[src/rtl/pc_select_pipe_if.sv]
// rtl/pc_select_pipe_if.sv - fetch-PC select bus between pipeline control and pc_select_pipe
interface pc_select_pipe_if #(
  parameter int ADDR_W    = 64,
  parameter int RAS_DEPTH = 8
);
  localparam int CNT_W = $clog2(RAS_DEPTH) + 1;

  logic              stall;
  logic [3:0]        f_icode;
  logic [ADDR_W-1:0] f_valc;
  logic [ADDR_W-1:0] f_valp;
  logic [3:0]        m_icode;
  logic              m_cnd;
  logic [ADDR_W-1:0] m_vala;
  logic [3:0]        w_icode;
  logic [ADDR_W-1:0] w_valm;
  logic [ADDR_W-1:0] w_predpc;
  logic [ADDR_W-1:0] pc;
  logic [ADDR_W-1:0] f_predpc;
  logic [1:0]        pc_src;
  logic              halted;
  logic [CNT_W-1:0]  ras_count;

  modport master (
    output stall, f_icode, f_valc, f_valp, m_icode, m_cnd, m_vala,
           w_icode, w_valm, w_predpc,
    input  pc, f_predpc, pc_src, halted, ras_count
  );

  modport slave (
    input  stall, f_icode, f_valc, f_valp, m_icode, m_cnd, m_vala,
           w_icode, w_valm, w_predpc,
    output pc, f_predpc, pc_src, halted, ras_count
  );
endinterface

[src/rtl/pc_select_pipe.sv]
// rtl/pc_select_pipe.sv - Y86-64 fetch PC select and next-PC prediction
// Optional return-address stack enabled by defining PC_SELECT_RAS_EN.
module pc_select_pipe #(
  parameter int                ADDR_W    = 64,
  parameter logic [ADDR_W-1:0] RESET_PC  = '0,
  parameter int                RAS_DEPTH = 8
) (
  input  logic             clk,
  input  logic             rst,
  pc_select_pipe_if.slave  bus
);
  localparam int         CNT_W      = $clog2(RAS_DEPTH) + 1;
  localparam logic [3:0] ICODE_HALT = 4'd0;
  localparam logic [3:0] ICODE_JXX  = 4'd7;
  localparam logic [3:0] ICODE_CALL = 4'd8;
  localparam logic [3:0] ICODE_RET  = 4'd9;

  logic [ADDR_W-1:0] pred_q;
  logic              halted_q;
  logic              upd_en;
  logic              mispredict;
  logic              ret_redirect;
  logic              ras_hit;
  logic [ADDR_W-1:0] ras_top;
  logic [ADDR_W-1:0] f_predpc_c;

  assign upd_en     = !bus.stall && !halted_q;
  assign mispredict = (bus.m_icode == ICODE_JXX) && !bus.m_cnd;

`ifdef PC_SELECT_RAS_EN
  localparam int PTR_W = $clog2(RAS_DEPTH);

  logic [ADDR_W-1:0] ras_mem [RAS_DEPTH];
  logic [PTR_W-1:0]  ras_ptr;
  logic [PTR_W-1:0]  ras_top_idx;
  logic [CNT_W-1:0]  ras_cnt;
  logic              ras_upd;
  logic              ras_push;
  logic              ras_pop;

  // A correctly predicted ret needs no redirect; only a wrong RAS guess does.
  assign ret_redirect = (bus.w_icode == ICODE_RET) && (bus.w_valm != bus.w_predpc);

  assign ras_upd     = upd_en && !mispredict && !ret_redirect;
  assign ras_push    = ras_upd && (bus.f_icode == ICODE_CALL);
  assign ras_pop     = ras_upd && (bus.f_icode == ICODE_RET) && (ras_cnt != '0);
  assign ras_top_idx = ras_ptr - PTR_W'(1);
  assign ras_top     = ras_mem[ras_top_idx];
  assign ras_hit     = (ras_cnt != '0);

  // ras_ptr is the next free slot; wrapping lets a push on a full stack replace the oldest entry.
  always_ff @(posedge clk or posedge rst) begin
    if (rst) begin
      ras_ptr <= '0;
      ras_cnt <= '0;
    end else if (ras_push) begin
      ras_ptr <= ras_ptr + PTR_W'(1);
      if (ras_cnt != CNT_W'(RAS_DEPTH)) begin
        ras_cnt <= ras_cnt + CNT_W'(1);
      end
    end else if (ras_pop) begin
      ras_ptr <= ras_ptr - PTR_W'(1);
      ras_cnt <= ras_cnt - CNT_W'(1);
    end
  end

  always_ff @(posedge clk) begin
    if (ras_push) begin
      ras_mem[ras_ptr] <= bus.f_valp;
    end
  end

  assign bus.ras_count = ras_cnt;
`else
  logic unused_predpc;

  // Without a RAS every ret in W redirects; pipeline control stalls fetch behind it.
  assign ret_redirect  = (bus.w_icode == ICODE_RET);
  assign ras_hit       = 1'b0;
  assign ras_top       = bus.f_valp;
  assign unused_predpc = ^bus.w_predpc;
  assign bus.ras_count = '0;
`endif

  always_comb begin
    bus.pc     = pred_q;
    bus.pc_src = 2'd0;
    if (mispredict) begin
      bus.pc     = bus.m_vala;
      bus.pc_src = 2'd1;
    end else if (ret_redirect) begin
      bus.pc     = bus.w_valm;
      bus.pc_src = 2'd2;
    end
  end

  always_comb begin
    f_predpc_c = bus.f_valp;
    if ((bus.f_icode == ICODE_JXX) || (bus.f_icode == ICODE_CALL)) begin
      f_predpc_c = bus.f_valc;
    end else if ((bus.f_icode == ICODE_RET) && ras_hit) begin
      f_predpc_c = ras_top;
    end
  end

  assign bus.f_predpc = f_predpc_c;
  assign bus.halted   = halted_q;

  always_ff @(posedge clk or posedge rst) begin
    if (rst) begin
      pred_q   <= RESET_PC;
      halted_q <= 1'b0;
    end else begin
      if (upd_en) begin
        pred_q <= f_predpc_c;
      end
      if (bus.w_icode == ICODE_HALT) begin
        halted_q <= 1'b1;
      end
    end
  end
endmodule

[src/flat_wrapper.sv]
// flat-port wrapper written by rule: the top's interface ports become plain ports
module pc_select_pipe_flat 
#(
  parameter int                ADDR_W    = 64,
  parameter logic [ADDR_W-1:0] RESET_PC  = '0,
  parameter int                RAS_DEPTH = 8
)
  (clk, rst, bus_stall, bus_f_icode, bus_f_valc, bus_f_valp, bus_m_icode, bus_m_cnd, bus_m_vala, bus_w_icode, bus_w_valm, bus_w_predpc, bus_pc, bus_f_predpc, bus_pc_src, bus_halted, bus_ras_count);
  pc_select_pipe_if #(.ADDR_W(ADDR_W), .RAS_DEPTH(RAS_DEPTH)) bus_i ();
  input  logic clk;
  input  logic rst;
  input wire logic [$bits(bus_i.stall)-1:0] bus_stall;
  input wire logic [$bits(bus_i.f_icode)-1:0] bus_f_icode;
  input wire logic [$bits(bus_i.f_valc)-1:0] bus_f_valc;
  input wire logic [$bits(bus_i.f_valp)-1:0] bus_f_valp;
  input wire logic [$bits(bus_i.m_icode)-1:0] bus_m_icode;
  input wire logic [$bits(bus_i.m_cnd)-1:0] bus_m_cnd;
  input wire logic [$bits(bus_i.m_vala)-1:0] bus_m_vala;
  input wire logic [$bits(bus_i.w_icode)-1:0] bus_w_icode;
  input wire logic [$bits(bus_i.w_valm)-1:0] bus_w_valm;
  input wire logic [$bits(bus_i.w_predpc)-1:0] bus_w_predpc;
  output wire logic [$bits(bus_i.pc)-1:0] bus_pc;
  output wire logic [$bits(bus_i.f_predpc)-1:0] bus_f_predpc;
  output wire logic [$bits(bus_i.pc_src)-1:0] bus_pc_src;
  output wire logic [$bits(bus_i.halted)-1:0] bus_halted;
  output wire logic [$bits(bus_i.ras_count)-1:0] bus_ras_count;
  assign bus_i.stall = bus_stall;
  assign bus_i.f_icode = bus_f_icode;
  assign bus_i.f_valc = bus_f_valc;
  assign bus_i.f_valp = bus_f_valp;
  assign bus_i.m_icode = bus_m_icode;
  assign bus_i.m_cnd = bus_m_cnd;
  assign bus_i.m_vala = bus_m_vala;
  assign bus_i.w_icode = bus_w_icode;
  assign bus_i.w_valm = bus_w_valm;
  assign bus_i.w_predpc = bus_w_predpc;
  assign bus_pc = bus_i.pc;
  assign bus_f_predpc = bus_i.f_predpc;
  assign bus_pc_src = bus_i.pc_src;
  assign bus_halted = bus_i.halted;
  assign bus_ras_count = bus_i.ras_count;
  pc_select_pipe #(.ADDR_W(ADDR_W), .RESET_PC(RESET_PC), .RAS_DEPTH(RAS_DEPTH)) u_core (.clk(clk), .rst(rst), .bus(bus_i));
endmodule
[config.mk]
export PLATFORM = sky130hd
export DESIGN_NAME = pc_select_pipe_flat
export DESIGN_NICKNAME = d
export VERILOG_FILES = /design/src/rtl/pc_select_pipe_if.sv /design/src/rtl/pc_select_pipe.sv /design/src/flat_wrapper.sv
export SDC_FILE = /design/constraint.sdc
export NUM_CORES = 1
export LEC_CHECK = 0
export CAP_MARGIN = 20
export CORE_AREA = 2 2 185 187
export CTS_CLUSTER_SIZE = 20
export DETAILED_ROUTE_END_ITERATION = 8
export DIE_AREA = 0 0 187 189
export GPL_ROUTABILITY_DRIVEN = 0
export PLACE_DENSITY = 0.47
export SLEW_MARGIN = 20
export SYNTH_ARGS = -nofsm -noshare
export SYNTH_HDL_FRONTEND = slang
export SYNTH_SLANG_ARGS = --single-unit
[constraint.sdc]
create_clock -name clk -period 4.8 [get_ports clk]
set_input_delay 0.96 -clock clk [delete_from_list [all_inputs] [get_ports clk]]
set_output_delay 0.96 -clock clk [all_outputs]
set_load 0.02 [all_outputs]
-- Word level (Yosys, flattened, before mapping)
Cells that the tools add are included.
- flip-flop bits (word level): 65
- bits of input ports: 336
- output and inout port bits: 135
- word-level logic and storage cells: 18
- eq/ne operators: 4
- muxes and demuxes: 5
- reductions and logical operators: 7
- operators with widths (operator ; number):
    2-to-1 mux 64 bit ; 3
    equality test 4 x 3 -> 1 bit (second input constant) ; 2
    equality test 4 bit (second input constant) ; 2
    zero test 4 bit ; 1
    2-to-1 mux 2 bit ; 2
    zero test 1 bit ; 3
    logical AND 1 bit ; 2
    logical OR 1 bit ; 1

-- Logic depth before layout (Yosys ltp)
Gate-level depths: netlist (run 1).
- depth in word-level cells: 3
- depth in mapped cells: 6
- mapped depth without buffers: 3

-- Least setup slack after synthesis (run 1)
OpenSTA, ideal clock, no wires.
- path kind: input-to-output
- start: input port bus_w_icode[1]
- end: output port bus_pc[15]
- arrival time: 2254 ps
- required time: 3840 ps
- slack: 1586 ps
- stages on the path: 5
- path buffers: 2
- cells stage by stage: nor4bb_2 buf_6 buf_6 mux2_2 mux2_2
- longest elaborated chain between the ends: 3
- RTL lines (item ; line ; RTL):
    from (decl) ; flat_wrapper.sv:19 ; input wire logic [$bits(bus_i.w_icode)-1:0] bus_w_icode;
    equality test 4 bit ; pc_select_pipe.sv:78 ; assign ret_redirect = (bus.w_icode == ICODE_RET);
    2-to-1 mux 64 bit ; pc_select_pipe.sv:91 ; end else if (ret_redirect) begin
    2-to-1 mux 64 bit ; pc_select_pipe.sv:88 ; if (mispredict) begin
    to (decl) ; flat_wrapper.sv:22 ; output wire logic [$bits(bus_i.pc)-1:0] bus_pc;
No other way between the ends.

-- Worst setup path after layout (run 1)
- start: input port bus_w_icode[1]
- end: output port bus_pc[14]
The elaborated chain is that of the path after synthesis.

==> flow_summary.json, run 1 <==
{
  "outcome": "complete, no violations",
  "hold_violations": 0,
  "worstSkewPairLatency_ps": 340,
  "clk_pin_slew_ps": 60,
  "yosysMostFrequentCell": "mux2_2",
  "path_max_fanout": 34,
  "diodes": 0,
  "async_reset_ff_share_pct": 100,
  "core_area_sq_um": 33300,
  "dieArea_sq_um": 35300,
  "grt_max_degree": 67,
  "areaGrowthSynthToFinish_pct": 93.0,
  "antenna_left": 0,
  "start_util_pct": 15.5,
  "dp_cells": 1396,
  "die_w_um": 187,
  "clk_path_buf_depth": 2,
  "setup_tns_ps": 0,
  "min_path_type": "reg -> reg",
  "setup_viol": 0,
  "fin_ws_ps": 392,
  "p_int_mw": 1.54,
  "clock_sinks": 65,
  "grt_pass1_wl_mm": 38.4,
  "cp.required_ps": 3840,
  "peakVddDrop_mv": 0.162,
  "drt_iter0_drc": 147,
  "cp_common_cell": "clkdlybuf4s50_1",
  "worst_pin_slew_ps": 731,
  "rsz0062_at_grt": "false",
  "swShare_pct": 29.4,
  "antenna_found_initial": 0,
  "seq_power_share_pct": 28.0,
  "worstPathCellList": "clkdlybuf4s50_1 > nor4bb_4 > buf_12 > mux2_1 > mux2_2 > clkdlybuf4s50_1",
  "fillers": 3557,
  "yosysTopAreaCell": "dfrtp_1",
  "cts_root_buf": "clkbuf_16",
  "seq_area_frac_synth_pct": 31.5,
  "finalClockSkew_ps": 4.72,
  "leakagePower_nw": 4.08,
  "crit_buf_inv": 3,
  "synth_top_area_share_pct": 31.5,
  "min_period_ps": 4410,
  "p_per_area_nw_per_um2": 218,
  "end_kind": "output pin",
  "yosys_warnings": 0,
  "final_cells": 1412,
  "cts_resized": 0,
  "yosys_register_bits": 65,
  "viasPerCell": 4.17,
  "io_buffer_count": 402,
  "cp_top_family": "buffers and inverters",
  "cts.hold.buffers_added": 0,
  "grt_overflow": 0,
  "switchingPower_mw": 0.640,
  "synthesis.instances": 587,
  "postSynthAreaPerCell_sq_um": 8.80,
  "synth-edff-count": 0,
  "pre_cts_ws_ps": 350,
  "critical_path_class": "in -> out",
  "drive_gt1_share_pct": 16.1,
  "clkPwrFrac_pct": 35.3,
  "slowest_stage": "clkdlybuf4s50_1",
  "syn_area_sq_um": 5170,
  "cp-start-kind": "primary input",
  "grt_pass1_vias": 6257,
  "crit_arrival_ps": 3450,
  "synth_cell_types": 26,
  "maxSlewHeadroom_pct": 51.3,
  "synthTopCellsByArea": "dfrtp_1, mux2_2, a31oi_1",
  "routed_wl_mm": 25.4,
  "combinationalPowerShare_pct": 36.7,
  "numCtsBuffers": 9,
  "drc": 0,
  "max_stage_delay_ps": 530,
  "route.vias.total": 5884,
  "maxSlewViolCount": 0,
  "htreeDepth": 3,
  "pin_count": 471,
  "wl_per_cell_um": 18.0,
  "rows": 67,
  "firstDrtPassIters": 4,
  "hpwl_mm": 19.2,
  "post-route-period-util_pct": 91.8,
  "grtUsageTotal_pct": 14.1,
  "fmax_mhz": 227,
  "regToRegSetupSlack_ps": 2960,
  "drv_cap": 0,
  "fp.dieH_um": 189,
  "synth_common_cells": "mux2_2, nor2_1, dfrtp_1, a31oi_1, nand2_1",
  "layout.nets": 1295,
  "cts_tree": "yes",
  "ys.flop_type": "dfrtp_1",
  "cts_setup_buffers": 0
}
==> cell families (layout without fill, tap and decap cells) <==
kind of cell | after synthesis | after routing | synth area share [%]
flip-flops | 65 | 65 | 31.5
AO/OA/AOI/OAI | 129 | 129 | 14.1
AND/OR/NAND/NOR | 201 | 201 | 19.2
buffers and inverters | 63 | 437 | 7.27
other | 1 | 4 | 0.0726
multiplexers | 128 | 128 | 27.9
==> placed cells by master, fill, tap and decap left out, types with 20 or more instances in the layout <==
cell / instances
dfrtp_1: 65
mux2_1: 31
clkdlybuf4s50_1: 402
nand3_1: 44
a31oi_1: 64
o21ai_0: 53
nand3_2: 20
mux2_2: 97
nand2_1: 64
nor2_1: 65
==> power by group through the flow <==
stage | Sequential, mW | Clock, mW | Combinational [mW]
6_report | 0.610 | 0.769 | 0.799
4_1_cts | 0.611 | 0.809 | 0.811
3_5_place_dp | 0.621 | 0 | 0.806
2_1_floorplan | 0.609 | 0 | 0.347
3_3_place_gp | 0.620 | 0 | 0.805
5_1_grt | 0.615 | 0.828 | 0.857
==> worst paths after layout <==
| kind | startpoint | to | depth (start not counted) |
|---|---|---|---|
| max in group asynchronous | rst | u_core.pred_q[39]$_DFFE_PP0P_ | 3 |
| worst max-delay path | bus_w_icode[1] | bus_pc[14] | 6 |
| worst min register to register | u_core.pred_q[32]$_DFFE_PP0P_ | u_core.pred_q[32]$_DFFE_PP0P_ | 2 |
| worst max register to register | u_core.bus.halted$_DFFE_PP0N_ | u_core.pred_q[27]$_DFFE_PP0P_ | 4 |
| worst min-delay path | u_core.pred_q[32]$_DFFE_PP0P_ | u_core.pred_q[32]$_DFFE_PP0P_ | 2 |
| min in group asynchronous | rst | u_core.pred_q[31]$_DFFE_PP0P_ | 2 |
==> sequential cells by signal (all words and copies together) (netlist names) <==
signal / cells
u_core.pred_q: 64
u_core.bus.halted: 1
==> per-stage QoR <==
step           hold slack [ps]  power (mW)  instance area, sq um  util, %
2_1_floorplan              512       0.956                  5180        -
3_3_place_gp               528        1.42                  9640     29.0
3_5_place_dp               541        1.43                  9640     29.0
4_1_cts                    553        2.23                  9970     30.0
5_1_grt                    567        2.30                  9970     30.0
6_report                   547        2.18                  9970     30.0
==> worst reg2reg max path: stages, from the launching register on <==
cell     delay [ps]
dfrtp_1         420
nor2_4          480
buf_4           570
nor2_1          130
a31oi_1         160
==> layout make-up <==
class	count	area (sq um)	share of cell area, %
Tap cell	448	561	5.62
Timing Repair Buffer	418	4240	42.6
Clock buffer	11	253	2.53
Multi-Input combinational cell	462	3200	32.1
Sequential cell	65	1630	16.3
Clock inverter	5	77.6	0.778
Inverter	3	12.5	0.125
==> metal layers <==
layer,global-route usage [%],routed length [um],part of all wire (%)
met5,0,0,0
met4,3.97,428,1.7
met3,3.34,1480,5.8
met2,25.7,12900,51
met1,16.5,10600,42
(Power assumes the default switching activity.)
==> run 2, diff against run 1 <==
- CELL_PAD_IN_SITES_DETAIL_PLACEMENT: not set -> 1
- CELL_PAD_IN_SITES_GLOBAL_PLACEMENT: not set -> 2
- CORE_AREA: 2 2 185 187 -> 2 2 183 185
- DIE_AREA: 0 0 187 189 -> 0 0 185 187
- PLACE_DENSITY: 0.47 -> 0.84
==> run 2 against run 1 <==
  * Clock skew rose by 5.6 ps
  * First-iteration DRC count shrank 13%
  * Count of clock-buffer cells in the layout is 1 higher
  * Wire length rose by 1.6%
  * Cell area shrank 0.67%
  * Clock power fell by 9.9%
  * Total power decreased by 3.2%
  * Non-clock buffer count is 6 lower
  * Sequential share of layout area increased by 0.11 points
  * Sequential cell count did not move
  * Final cell count decreased by 0.50%
  * Register-to-register slack gained 410 ps
  * Critical path type unchanged
==> flow_summary.json, run 2 (same netlist as run 1, synthesis figures left out) <==
{
  "holdPathStages": 2,
  "p_per_area_nw_per_um2": 213,
  "maxSlewHeadroom_pct": 56.4,
  "cts_root_buf": "clkbuf_16",
  "antenna_left": 0,
  "cts_resized": 0,
  "finalPower_mw": 2.11,
  "drv_cap": 0,
  "crit_arrival_ps": 3490,
  "cts_setup_buffers": 0,
  "drt_iter0_drc": 128,
  "worstPathCellList": "clkdlybuf4s50_1 > nor4bb_4 > buf_12 > buf_12 > mux2_2 > mux2_2 > clkdlybuf4s50_1",
  "grt_max_degree": 129,
  "design_area_sq_um": 9900,
  "clock_sinks": 65,
  "critical_path_class": "in -> out",
  "grt_pass1_wl_mm": 38.9,
  "worstSkewPairLatency_ps": 340,
  "antenna_found_initial": 0,
  "grtUsageTotal_pct": 14.7,
  "fillers": 3816,
  "io_buffer_count": 402,
  "clk_path_buf_depth": 2,
  "dp_cells": 1390,
  "cp_top_family": "buffers and inverters",
  "hold_violations": 0,
  "cts_tree": "yes",
  "fmax_mhz": 225,
  "path_max_fanout": 24,
  "placed_cell_area_sq_um": 9610,
  "fp.dieH_um": 187,
  "worst_pin_slew_ps": 653,
  "core_area_sq_um": 32900,
  "maxSlewViolCount": 0,
  "firstDrtPassIters": 4,
  "pin_count": 471,
  "dieArea_sq_um": 34600,
  "setup_viol": 0,
  "crit_buf_inv": 4,
  "cp-start-kind": "primary input",
  "min_period_ps": 4450,
  "largest_register": "u_core.pred_q",
  "max_stage_delay_ps": 580,
  "cp.required_ps": 3840,
  "layout_commonest_cell": "clkdlybuf4s50_1",
  "setup_tns_ps": 0,
  "reg2reg_depth": 4,
  "largest_register_ffs": 64,
  "grt_pass1_vias": 6683,
  "final_cells": 1405,
  "diodes": 0,
  "viasPerCell": 4.28,
  "swShare_pct": 29.8,
  "routed_wl_mm": 25.8,
  "combinationalPowerShare_pct": 38.1,
  "numCtsBuffers": 9,
  "rows": 67,
  "drive_gt1_share_pct": 15.4,
  "outcome": "complete, no violations",
  "peakVddDrop_mv": 0.137,
  "clk_pin_slew_ps": 60,
  "drc": 0,
  "slowest_stage": "clkdlybuf4s50_1",
  "end_kind": "output pin",
  "clkPwrFrac_pct": 32.9,
  "route.vias.total": 6016,
  "switchingPower_mw": 0.627,
  "cts.hold.buffers_added": 0,
  "die_w_um": 185,
  "areaGrowthSynthToFinish_pct": 91.7,
  "min_path_type": "reg -> reg",
  "layout.nets": 1289,
  "regArea_sq_um": 1630,
  "p_int_mw": 1.48,
  "multi_input_area_sq_um": 3200,
  "start_util_pct": 15.7,
  "post-route-period-util_pct": 92.8,
  "layout_common_cells": "clkdlybuf4s50_1, mux2_2, nor2_1, dfrtp_1",
  "cp.depth": 7,
  "hpwl_mm": 18.9,
  "htreeDepth": 3,
  "seq_power_share_pct": 29.0,
  "leakagePower_nw": 4.03,
  "finalClockSkew_ps": 10.3,
  "wl_per_cell_um": 18.4,
  "rsz0062_at_grt": "false",
  "grt_overflow": 0
}
-- run 2: changes by cell type in the layout (fill, tap and decap cells not counted), sizes merged --
cell	previous run	this run
buf	16	10
clkbuf	11	12
bufinv	2	1
clkinvlp	1	0
-- run 2: worst paths after layout --
path	slack, ps	start	end
max in group asynchronous	2750	rst	u_core.pred_q[57]$_DFFE_PP0P_
min	550	u_core.pred_q[40]$_DFFE_PP0P_	u_core.pred_q[40]$_DFFE_PP0P_
max reg2reg	3370	u_core.bus.halted$_DFFE_PP0N_	u_core.pred_q[39]$_DFFE_PP0P_
min reg2reg	550	u_core.pred_q[40]$_DFFE_PP0P_	u_core.pred_q[40]$_DFFE_PP0P_
max	350	bus_w_icode[3]	bus_pc[21]
min in group asynchronous	1010	rst	u_core.pred_q[38]$_DFFE_PP0P_
-- run 2: power groups by stage --
stage	logic, mW	registers (mW)	clock network, mW
finish	0.803	0.611	0.693
global placement	0.799	0.621	0
global route	0.860	0.616	0.751
CTS	0.815	0.612	0.733
detailed placement	0.810	0.622	0
floorplan	0.347	0.609	0
-- run 2: layout make-up --
cell class	instances	share of cell area, %
Timing Repair Buffer	412	42.5
Multi-Input combinational cell	462	32.3
Sequential cell	65	16.4
Tap cell	448	5.66
Clock buffer	12	2.59
Clock inverter	3	0.404
Inverter	3	0.126
-- run 2: worst min-delay path, stage by stage (launching register included) --
cell and delay (ps):
dfrtp_1 340, nor2_1 50, a31oi_1 120
-- run 2: layer usage --
metal	vias up	wire [um]	part of all wire, %	GRT usage [%]
li1	2844	-	-	-
met1	2908	10200	40	16.1
met2	234	13100	51	27.3
met3	30	1900	7.3	3.89
met4	0	582	2.3	4.76
met5	-	0	0	0
-- run 2: stage by stage --
step / setup WS [ps] / hold slack [ps] / utilization, %
finish: 347 / 550 / 30.1
global route: 257 / 582 / 30.1
CTS: 339 / 554 / 30.1
detailed placement: 355 / 541 / 29.2
global placement: 403 / 529 / 29.2
floorplan: 1590 / 512 / -
==> run 3, diff against run 2 <==
- SLEW_MARGIN: 20 -> 25
==> results of run 3 <==
Same layout as run 2: the final DEF is identical, and so are final timing and power.
